`src/rtl/toggle_event_collector.sv`:
```
// Per-bit toggle event collector: detects rising and falling edges on a monitored bus,
// keeps a sticky coverage bitmap with a population count, and dumps the bitmap over a handshake.
module toggle_event_collector #(
  parameter  int WIDTH      = 65,
  parameter  int FIRST_ONLY = 1,
  parameter  int DUMP_W     = 32,
  localparam int NPTS       = 2 * WIDTH,
  localparam int NWORDS     = (NPTS + DUMP_W - 1) / DUMP_W,
  localparam int CW         = $clog2(NPTS + 1),
  localparam int IW         = (NWORDS > 1) ? $clog2(NWORDS) : 1
) (
  input  logic              clock,
  input  logic              reset,
  input  logic              en,
  input  logic              clear,
  input  logic [WIDTH-1:0]  sample,
  output logic [NPTS-1:0]   valid,
  output logic [CW-1:0]     covered_cnt,
  input  logic              dump_req,
  output logic              dump_valid,
  input  logic              dump_ready,
  output logic [DUMP_W-1:0] dump_data,
  output logic              dump_last,
  output logic              dump_busy
);

  typedef enum logic {IDLE, SEND} state_t;

  state_t              state_q, state_d;
  logic [WIDTH-1:0]    prev_q, prev_d;
  logic                primed_q, primed_d;
  logic [NPTS-1:0]     bitmap_q, bitmap_d;
  logic [NPTS-1:0]     valid_q, valid_d;
  logic [CW-1:0]       cnt_q, cnt_d;
  logic [IW-1:0]       idx_q, idx_d;
  logic [DUMP_W-1:0]   data_q, data_d;
  logic                last_q, last_d;

  logic [NPTS-1:0]     raw;
  logic [NPTS-1:0]     new_pts;
  logic [CW-1:0]       cnt_add;
  logic [NWORDS*DUMP_W-1:0] bm_pad;
  logic [IW-1:0]       nxt_idx;
  logic [DUMP_W-1:0]   nxt_word;

  // Event detection, sticky bitmap and coverage count
  always_comb begin
    raw     = '0;
    cnt_add = '0;
    if (primed_q && en && !clear) begin
      for (int unsigned i = 0; i < WIDTH; i++) begin
        raw[2*i]   = !prev_q[i] &&  sample[i];
        raw[2*i+1] =  prev_q[i] && !sample[i];
      end
    end
    new_pts = raw & ~bitmap_q;
    for (int unsigned i = 0; i < NPTS; i++) begin
      cnt_add = cnt_add + CW'(new_pts[i]);
    end
    prev_d   = sample;
    primed_d = !clear;
    if (clear) begin
      valid_d  = '0;
      bitmap_d = '0;
      cnt_d    = '0;
    end else begin
      valid_d  = (FIRST_ONLY != 0) ? new_pts : raw;
      bitmap_d = bitmap_q | raw;
      cnt_d    = cnt_q + cnt_add;
    end
  end

  // Beat selection: word 0 when starting from IDLE, otherwise the word after the current one
  always_comb begin
    bm_pad = '0;
    bm_pad[NPTS-1:0] = bitmap_q;
    if (state_q == IDLE || idx_q == IW'(NWORDS - 1)) begin
      nxt_idx = (state_q == IDLE) ? '0 : idx_q;
    end else begin
      nxt_idx = idx_q + IW'(1);
    end
    nxt_word = bm_pad[int'(nxt_idx)*DUMP_W +: DUMP_W];
  end

  // Dump FSM next state and beat registers
  always_comb begin
    state_d = state_q;
    idx_d   = idx_q;
    data_d  = data_q;
    last_d  = last_q;
    if (clear) begin
      state_d = IDLE;
      idx_d   = '0;
      data_d  = '0;
      last_d  = 1'b0;
    end else begin
      case (state_q)
        IDLE: begin
          if (dump_req) begin
            state_d = SEND;
            idx_d   = nxt_idx;
            data_d  = nxt_word;
            last_d  = (nxt_idx == IW'(NWORDS - 1));
          end
        end
        SEND: begin
          if (dump_ready) begin
            if (last_q) begin
              state_d = IDLE;
              idx_d   = '0;
              data_d  = '0;
              last_d  = 1'b0;
            end else begin
              idx_d  = nxt_idx;
              data_d = nxt_word;
              last_d = (nxt_idx == IW'(NWORDS - 1));
            end
          end
        end
        default: state_d = IDLE;
      endcase
    end
  end

  always_ff @(posedge clock) begin
    if (!reset) begin
      state_q  <= IDLE;
      prev_q   <= '0;
      primed_q <= 1'b0;
      bitmap_q <= '0;
      valid_q  <= '0;
      cnt_q    <= '0;
      idx_q    <= '0;
      data_q   <= '0;
      last_q   <= 1'b0;
    end else begin
      state_q  <= state_d;
      prev_q   <= prev_d;
      primed_q <= primed_d;
      bitmap_q <= bitmap_d;
      valid_q  <= valid_d;
      cnt_q    <= cnt_d;
      idx_q    <= idx_d;
      data_q   <= data_d;
      last_q   <= last_d;
    end
  end

  always_comb begin
    dump_valid  = (state_q == SEND);
    dump_busy   = (state_q == SEND);
    dump_data   = data_q;
    dump_last   = last_q;
    valid       = valid_q;
    covered_cnt = cnt_q;
  end

endmodule
```
`config.mk`:
```
export PLATFORM = sky130hd
export DESIGN_NAME = toggle_event_collector
export DESIGN_NICKNAME = d
export VERILOG_FILES = /design/src/rtl/toggle_event_collector.sv
export SDC_FILE = /design/constraint.sdc
export NUM_CORES = 1
export LEC_CHECK = 0
export ABC_CLOCK_PERIOD_IN_PS = 9300
export CORE_ASPECT_RATIO = 1.4
export CORE_MARGIN = 5
export CORE_UTILIZATION = 35
export DETAILED_ROUTE_END_ITERATION = 16
export MAX_ROUTING_LAYER = met4
export SLEW_MARGIN = 20
export SYNTH_ARGS = -nofsm -noshare
export SYNTH_HDL_FRONTEND = slang
export SYNTH_SLANG_ARGS = --single-unit
```
`constraint.sdc`:
```
create_clock -name clock -period 9.3 [get_ports clock]
set_input_delay 1.395 -clock clock [delete_from_list [all_inputs] [get_ports clock]]
set_output_delay 1.395 -clock clock [all_outputs]
set_load 0.005 [all_outputs]
```
==> impl_metrics.yaml, run 1 <==
outcome:
  status: "completed"
sta:
  period_share_pct: 97.37
  tightest_slew_ps: 1066
  drv_slew: 0
  relSlewSlack_pct: 28.64
  final.min_clock_period_ps: 9056
  clock_skew_ps: 20.01
  max_freq_ghz: 0.1104
  hold_viol_final: 0
  layout_setup_ws_ps: 244.1
  rsz0062_at_grt: "false"
  setup_viol: 0
yosys:
  synth_enable_flop_cells: 0
  synth_async_sr_flop_share_pct: 0
  synth.top_cell.area_share_pct: 44.38
  yosys_most_used_dff: "dfxtp_1"
  synth_area_leaders: "dfxtp_1 44%, fa_1 14%, inv_1 6.1%"
  synth_top_area_cell: "dfxtp_1"
  ys_warn_count: 0
  synth.distinct_cells: 52
  avgSynthCellArea_um2: 9.735
  synth_area_um2: 16730
  synth-seq-area-share_pct: 44.38
  synth.net_count: 1947
  ys_ff_latch: 371
  syn_inst: 1719
worst_setup_path:
  worstPathArrival_ps: 9440
  crit_type: "in -> reg"
  critPathCaptureType: "flop"
  start_kind: "input pin"
  cpMostUsedCell: "fa_1"
  worstPathMaxFanout: 24
  slowest_delay_ps: 570
  r2r_slack_ps: 1250
  crit_required_ps: 9680
  slowest_stage: "fa_1"
clock_network:
  insertion_delay_ps: 550
  cts.clk_slew.worst_paths_ps: 60
  htreeDepth: 2
  cts-buffers-inserted: 39
  cts_num_sinks: 371
  cts.path.max_buffers: 3
  cts_tree: "yes"
  cts_root_buf: "clkbuf_16"
floorplan:
  die_area_um2: 52350
  ios: 244
  start_util_pct: 35.48
  design.core.area_um2: 47160
  die_y_um: 268.7
  chipWidth_um: 194.8
  rows: 94
grt:
  grt_overflow: 0
  grt_max_degree: 96
  antenna_found_initial: 1
  grt_pass1_wl_um: 86680
  grt_pass1_vias: 14160
  grt_use_total_pct: 22.40
finish:
  area_delta_synth_final_pct: 30.88
  final_layout_size_suffix_gt1_share_pct: 11.83
  layout_commonest_cell: "dfxtp_1"
  final_cells: 2696
  mostFrequentLayoutCells: "371 x dfxtp_1, 269 x inv_1, 242 x clkdlybuf4s50_1"
  nets: 2271
route:
  drc_errors: 0
  vias: 13770
  drtPass1Iterations: 5
  drt_wl_total_um: 58270
  wire_per_inst_um: 21.61
  drt_iter0_drc: 1020
  viasPerCell: 5.108
  ant_nets: 0
placed_design:
  globalplace.congestion: 0.9079
  place_ws_ps: -635.7
  dp_cells: 2625
  place_hpwl_um: 45260
  port_buffers: 243
power:
  powerDensity_nw_per_um2: 164.3
  vdd_drop_max_mv: 0.1066
  power.leakage_nw: 8.777
run:
  cap_viol_max_count: 0
min_path:
  min_path_type: "reg -> reg"
-- per-stage QoR --
step / hold slack (ps) / utilization (%) / area, um^2 / power (mW) / TNS, ps
2_1_floorplan: 424.1 / - / 16730 / 1.913 / 0
3_3_place_gp: 459.9 / 43.70 / 20610 / 2.094 / -2070
3_5_place_dp: 459.6 / 43.70 / 20610 / 2.099 / -2902
4_1_cts: 474.6 / 46.31 / 21840 / 3.630 / 0
5_1_grt: 489.9 / 46.44 / 21900 / 3.752 / 0
6_report: 471.8 / 46.44 / 21900 / 3.598 / 0
-- state kept, by name (all words and copies together) (netlist names) --
signal	flops
bitmap_q	130
valid	130
prev_q	65
dump_data	32
covered_cnt	8
idx_q	3
dump_busy	1
dump_last	1
primed_q	1
-- layer usage --
layer | share of wire (%) | track usage, %
met2 | 50 | 38.49
met4 | 6.3 | 12.12
met1 | 38 | 25.22
met5 | 0 | -
met3 | 5.8 | 3.450
-- cell families after synthesis --
logic type / count (synthesis) / share of synthesized area [%]
mux: 34 / 2.415
fa+ha+maj: 157 / 17.12
buf+inv: 366 / 8.538
simple gates: 495 / 15.55
flops: 371 / 44.38
xor+xnor: 5 / 0.3440
compound gates: 291 / 11.65
-- area by class of cell --
type | count | area [um^2]
fill | 4534 | 25260
tap | 624 | 780.7
timing repair buffer | 379 | 3500
clock inverter | 14 | 141.4
multi-input combinational | 982 | 7961
sequential | 371 | 7427
inverter | 270 | 1013
antenna | 1 | 2.502
clock buffer | 55 | 1076
-- worst max-delay path: cells and delay by family --
kind / cells / cell delay (ps)
xor+xnor: 1 / 140
compound gates: 2 / 340
fa+ha+maj: 12 / 5740
buf+inv: 6 / 990
simple gates: 4 / 820
-- path summary, 6_finish.rpt --
path              cells past startpoint                         to              startpoint
hold / removal                        1        valid[1]$_SDFF_PP0_  bitmap_q[1]$_SDFF_PP0_
hold reg to reg                       1        valid[1]$_SDFF_PP0_  bitmap_q[1]$_SDFF_PP0_
setup / recovery                     25  covered_cnt[4]$_SDFF_PP0_                      en
setup reg to reg                     24  covered_cnt[4]$_SDFF_PP0_     primed_q$_SDFF_PN0_
-- report_power, final --
part | switching, mW | internal, mW
Combinational | 0.241 | 0.198
Clock | 0.660 | 0.867
Sequential | 0.0164 | 1.62
-- synthesized netlist by cell type, types with 6 or more instances --
cell      count
or3_1        27
nand4_1      24
nor2_1      215
clkbuf_1     75
ha_1         37
o211ai_1     65
nor3_1       55
and2_1       70
inv_1       270
a31oi_1      79
buf_2        11
a21oi_1      93
nand3b_1     28
mux2_4        7
dfxtp_1     371
a221o_1      32
or4_1        50
mux2_2       22
fa_1        120
o21ai_0       6
-- what timing repair did --
| action | 4_1_cts | 5_1_grt |
|---|---|---|
| setup endpoints to repair | 2 | 5 |
| setup buffers | 0 | 1 |
| hold buffers | 0 | 0 |
| gates resized for setup | 4 | 12 |
| pin swaps | 0 | 5 |
(Power assumes the default switching activity.)
==> run 2, diff against run 1 <==
HOLD_SLACK_MARGIN = 0.05   (was not set)
SLEW_MARGIN = 10   (was 20)
==> results of run 2 <==
The final DEF is identical to that of run 1; final timing and power are the same.
==> run 3, diff against run 2 <==
CAP_MARGIN = 20   (was not set)
PLACE_DENSITY = 0.56   (was not set)
==> run 3 against run 2 <==
  * Via count fell by 0.62%
  * Sequential cell count stayed put
  * Utilization increased by 0.51 points
  * Total power increased by 3.8%
  * Clock power up 8%
  * First-iteration DRC count fell by 11%
  * Clock skew decreased by 1.7 ps
  * Cell area up 1.1%
  * Die area is the same
  * Non-clock buffer count up 13
  * Highest routed layer unchanged
  * Largest cell class unchanged
==> impl_metrics.yaml, run 3 (synthesis gave the netlist of run 1 again) <==
worst_setup_path:
  r2r_slack_ps: 1200
  crit_required_ps: 9720
  reg2regPathDepth: 24
  worstReg2RegEnd: "covered_cnt[6]$_SDFF_PP0_"
  start_kind: "input pin"
  crit_type: "in -> reg"
  worstPathMaxFanout: 23
  reg2reg_from: "primed_q$_SDFF_PN0_"
  worstPathArrival_ps: 9530
  critPathCaptureType: "flop"
min_path:
  hold_depth: 1
  min_path_type: "reg -> reg"
  hp-start: "bitmap_q[1]$_SDFF_PP0_"
  hold_path_end: "valid[1]$_SDFF_PP0_"
grt:
  grt_use_total_pct: 22.67
  antenna_found_initial: 1
  grt_pass1_wl_um: 87460
  grt_overflow: 0
  grt_max_degree: 96
  grt_pass1_vias: 14120
floorplan:
  rows: 94
  die_y_um: 268.7
  chipWidth_um: 194.8
  ios: 244
  design.core.area_um2: 47160
  die_area_um2: 52350
  start_util_pct: 35.48
power:
  powerDensity_nw_per_um2: 168.7
  p_int_mw: 2.805
  power.leakage_nw: 8.906
  p_sw_mw: 0.9307
  p_total_mw: 3.735
  clock_power_share_pct: 44.5
  p_seq_share_pct: 43.7
  pwr-share-comb_pct: 11.8
  vdd_drop_max_mv: 0.1306
  netSwitchingFraction_pct: 24.92
sta:
  tns_ps: 0
  rsz0062_at_grt: "false"
  hold_viol_final: 0
  setup_viol: 0
  max_freq_ghz: 0.1099
  tightest_slew_ps: 1079
  period_share_pct: 97.88
  final.min_clock_period_ps: 9103
  clock_skew_ps: 18.35
  relSlewSlack_pct: 27.91
  layout_setup_ws_ps: 197.0
  drv_slew: 0
  hold-worst-slack_ps: 459.9
route:
  drt_iter0_drc: 909
  wire_per_inst_um: 21.71
  highest_layer: "met4"
  drtPass1Iterations: 5
  drc_errors: 0
  drt_wl_total_um: 58820
  wl_met2_um: 30570
  met3_length_um: 2909
  viasPerCell: 5.051
  ant_nets: 0
  wl_met1_um: 23030
  vias: 13680
placed_design:
  place_ws_ps: -514.6
  place_hpwl_um: 45430
  dp_cells: 2639
  globalplace.congestion: 0.9277
  port_buffers: 243
  postPlaceCellArea_um2: 20740
finish:
  final_layout_size_suffix_gt1_share_pct: 12.76
  layout_commonest_cell: "dfxtp_1"
  final_cells: 2709
  post-route-util_pct: 46.95
  area_delta_synth_final_pct: 32.33
  mostFrequentLayoutCells: "371 x dfxtp_1, 270 x inv_1, 242 x clkdlybuf4s50_1"
  nets: 2285
  fin_area_um2: 22150
run:
  cap_viol_max_count: 0
clock_network:
  cts_tree: "yes"
  cts.path.max_buffers: 3
  cts_num_sinks: 371
  htreeDepth: 2
  cts.clk_slew.worst_paths_ps: 60
  insertion_delay_ps: 550
  cts_root_buf: "clkbuf_16"
  cts-buffers-inserted: 40
outcome:
  status: "completed"
## run 3: worst max-delay path by stage
stage / from / endpoint / cells after the start
global route: en / covered_cnt[6]$_SDFF_PP0_ / 27
finish: en / covered_cnt[6]$_SDFF_PP0_ / 25
global placement: en / covered_cnt[4]$_SDFF_PP0_ / 25
detailed placement: en / covered_cnt[6]$_SDFF_PP0_ / 25
CTS: en / covered_cnt[6]$_SDFF_PP0_ / 25
floorplan: en / covered_cnt[6]$_SDFF_PP0_ / 26
## run 3: critical path: stages
cell,delay [ps]
clkdlybuf4s50_1,450
nand2_1,60
or2_2,300
buf_12,170
buf_12,150
or4_4,440
fa_1,560
inv_1,60
fa_1,480
fa_1,500
inv_1,50
fa_1,500
fa_1,600
fa_1,450
fa_1,510
fa_1,520
fa_1,420
fa_1,490
inv_1,50
fa_2,350
fa_1,440
a21o_1,180
a21oi_2,180
nand3b_1,130
nand3_1,80
## run 3: cell type report
cell class                 count  area [um^2]
clock buffer                  52         1117
clock inverter                17        232.7
fill                        4420        25020
antenna                        1        2.502
sequential                   371         7427
inverter                     270         1013
multi-input combinational    982         7971
tap                          624        780.7
timing repair buffer         392         3600
## run 3: repair_timing
item                       CTS  global route
setup buffers                0             0
setup endpoints to repair    0             4
hold buffers                 0             0
gates resized for setup      0            15
## run 3: power by group through the flow
stage          Clock (mW)  Sequential, mW  Combinational (mW)
6_report             1.66            1.63               0.439
5_1_grt              1.76            1.63               0.488
4_1_cts              1.70            1.63               0.444
3_5_place_dp            0            1.67               0.439
3_3_place_gp            0            1.67               0.434
2_1_floorplan           0            1.66               0.249
## run 3: routing by layer
metal	track usage, %	up-vias
li1	-	6438
met1	26.52	6656
met2	40.46	482
met3	2.562	108
met4	8.231	0
met5	-	-
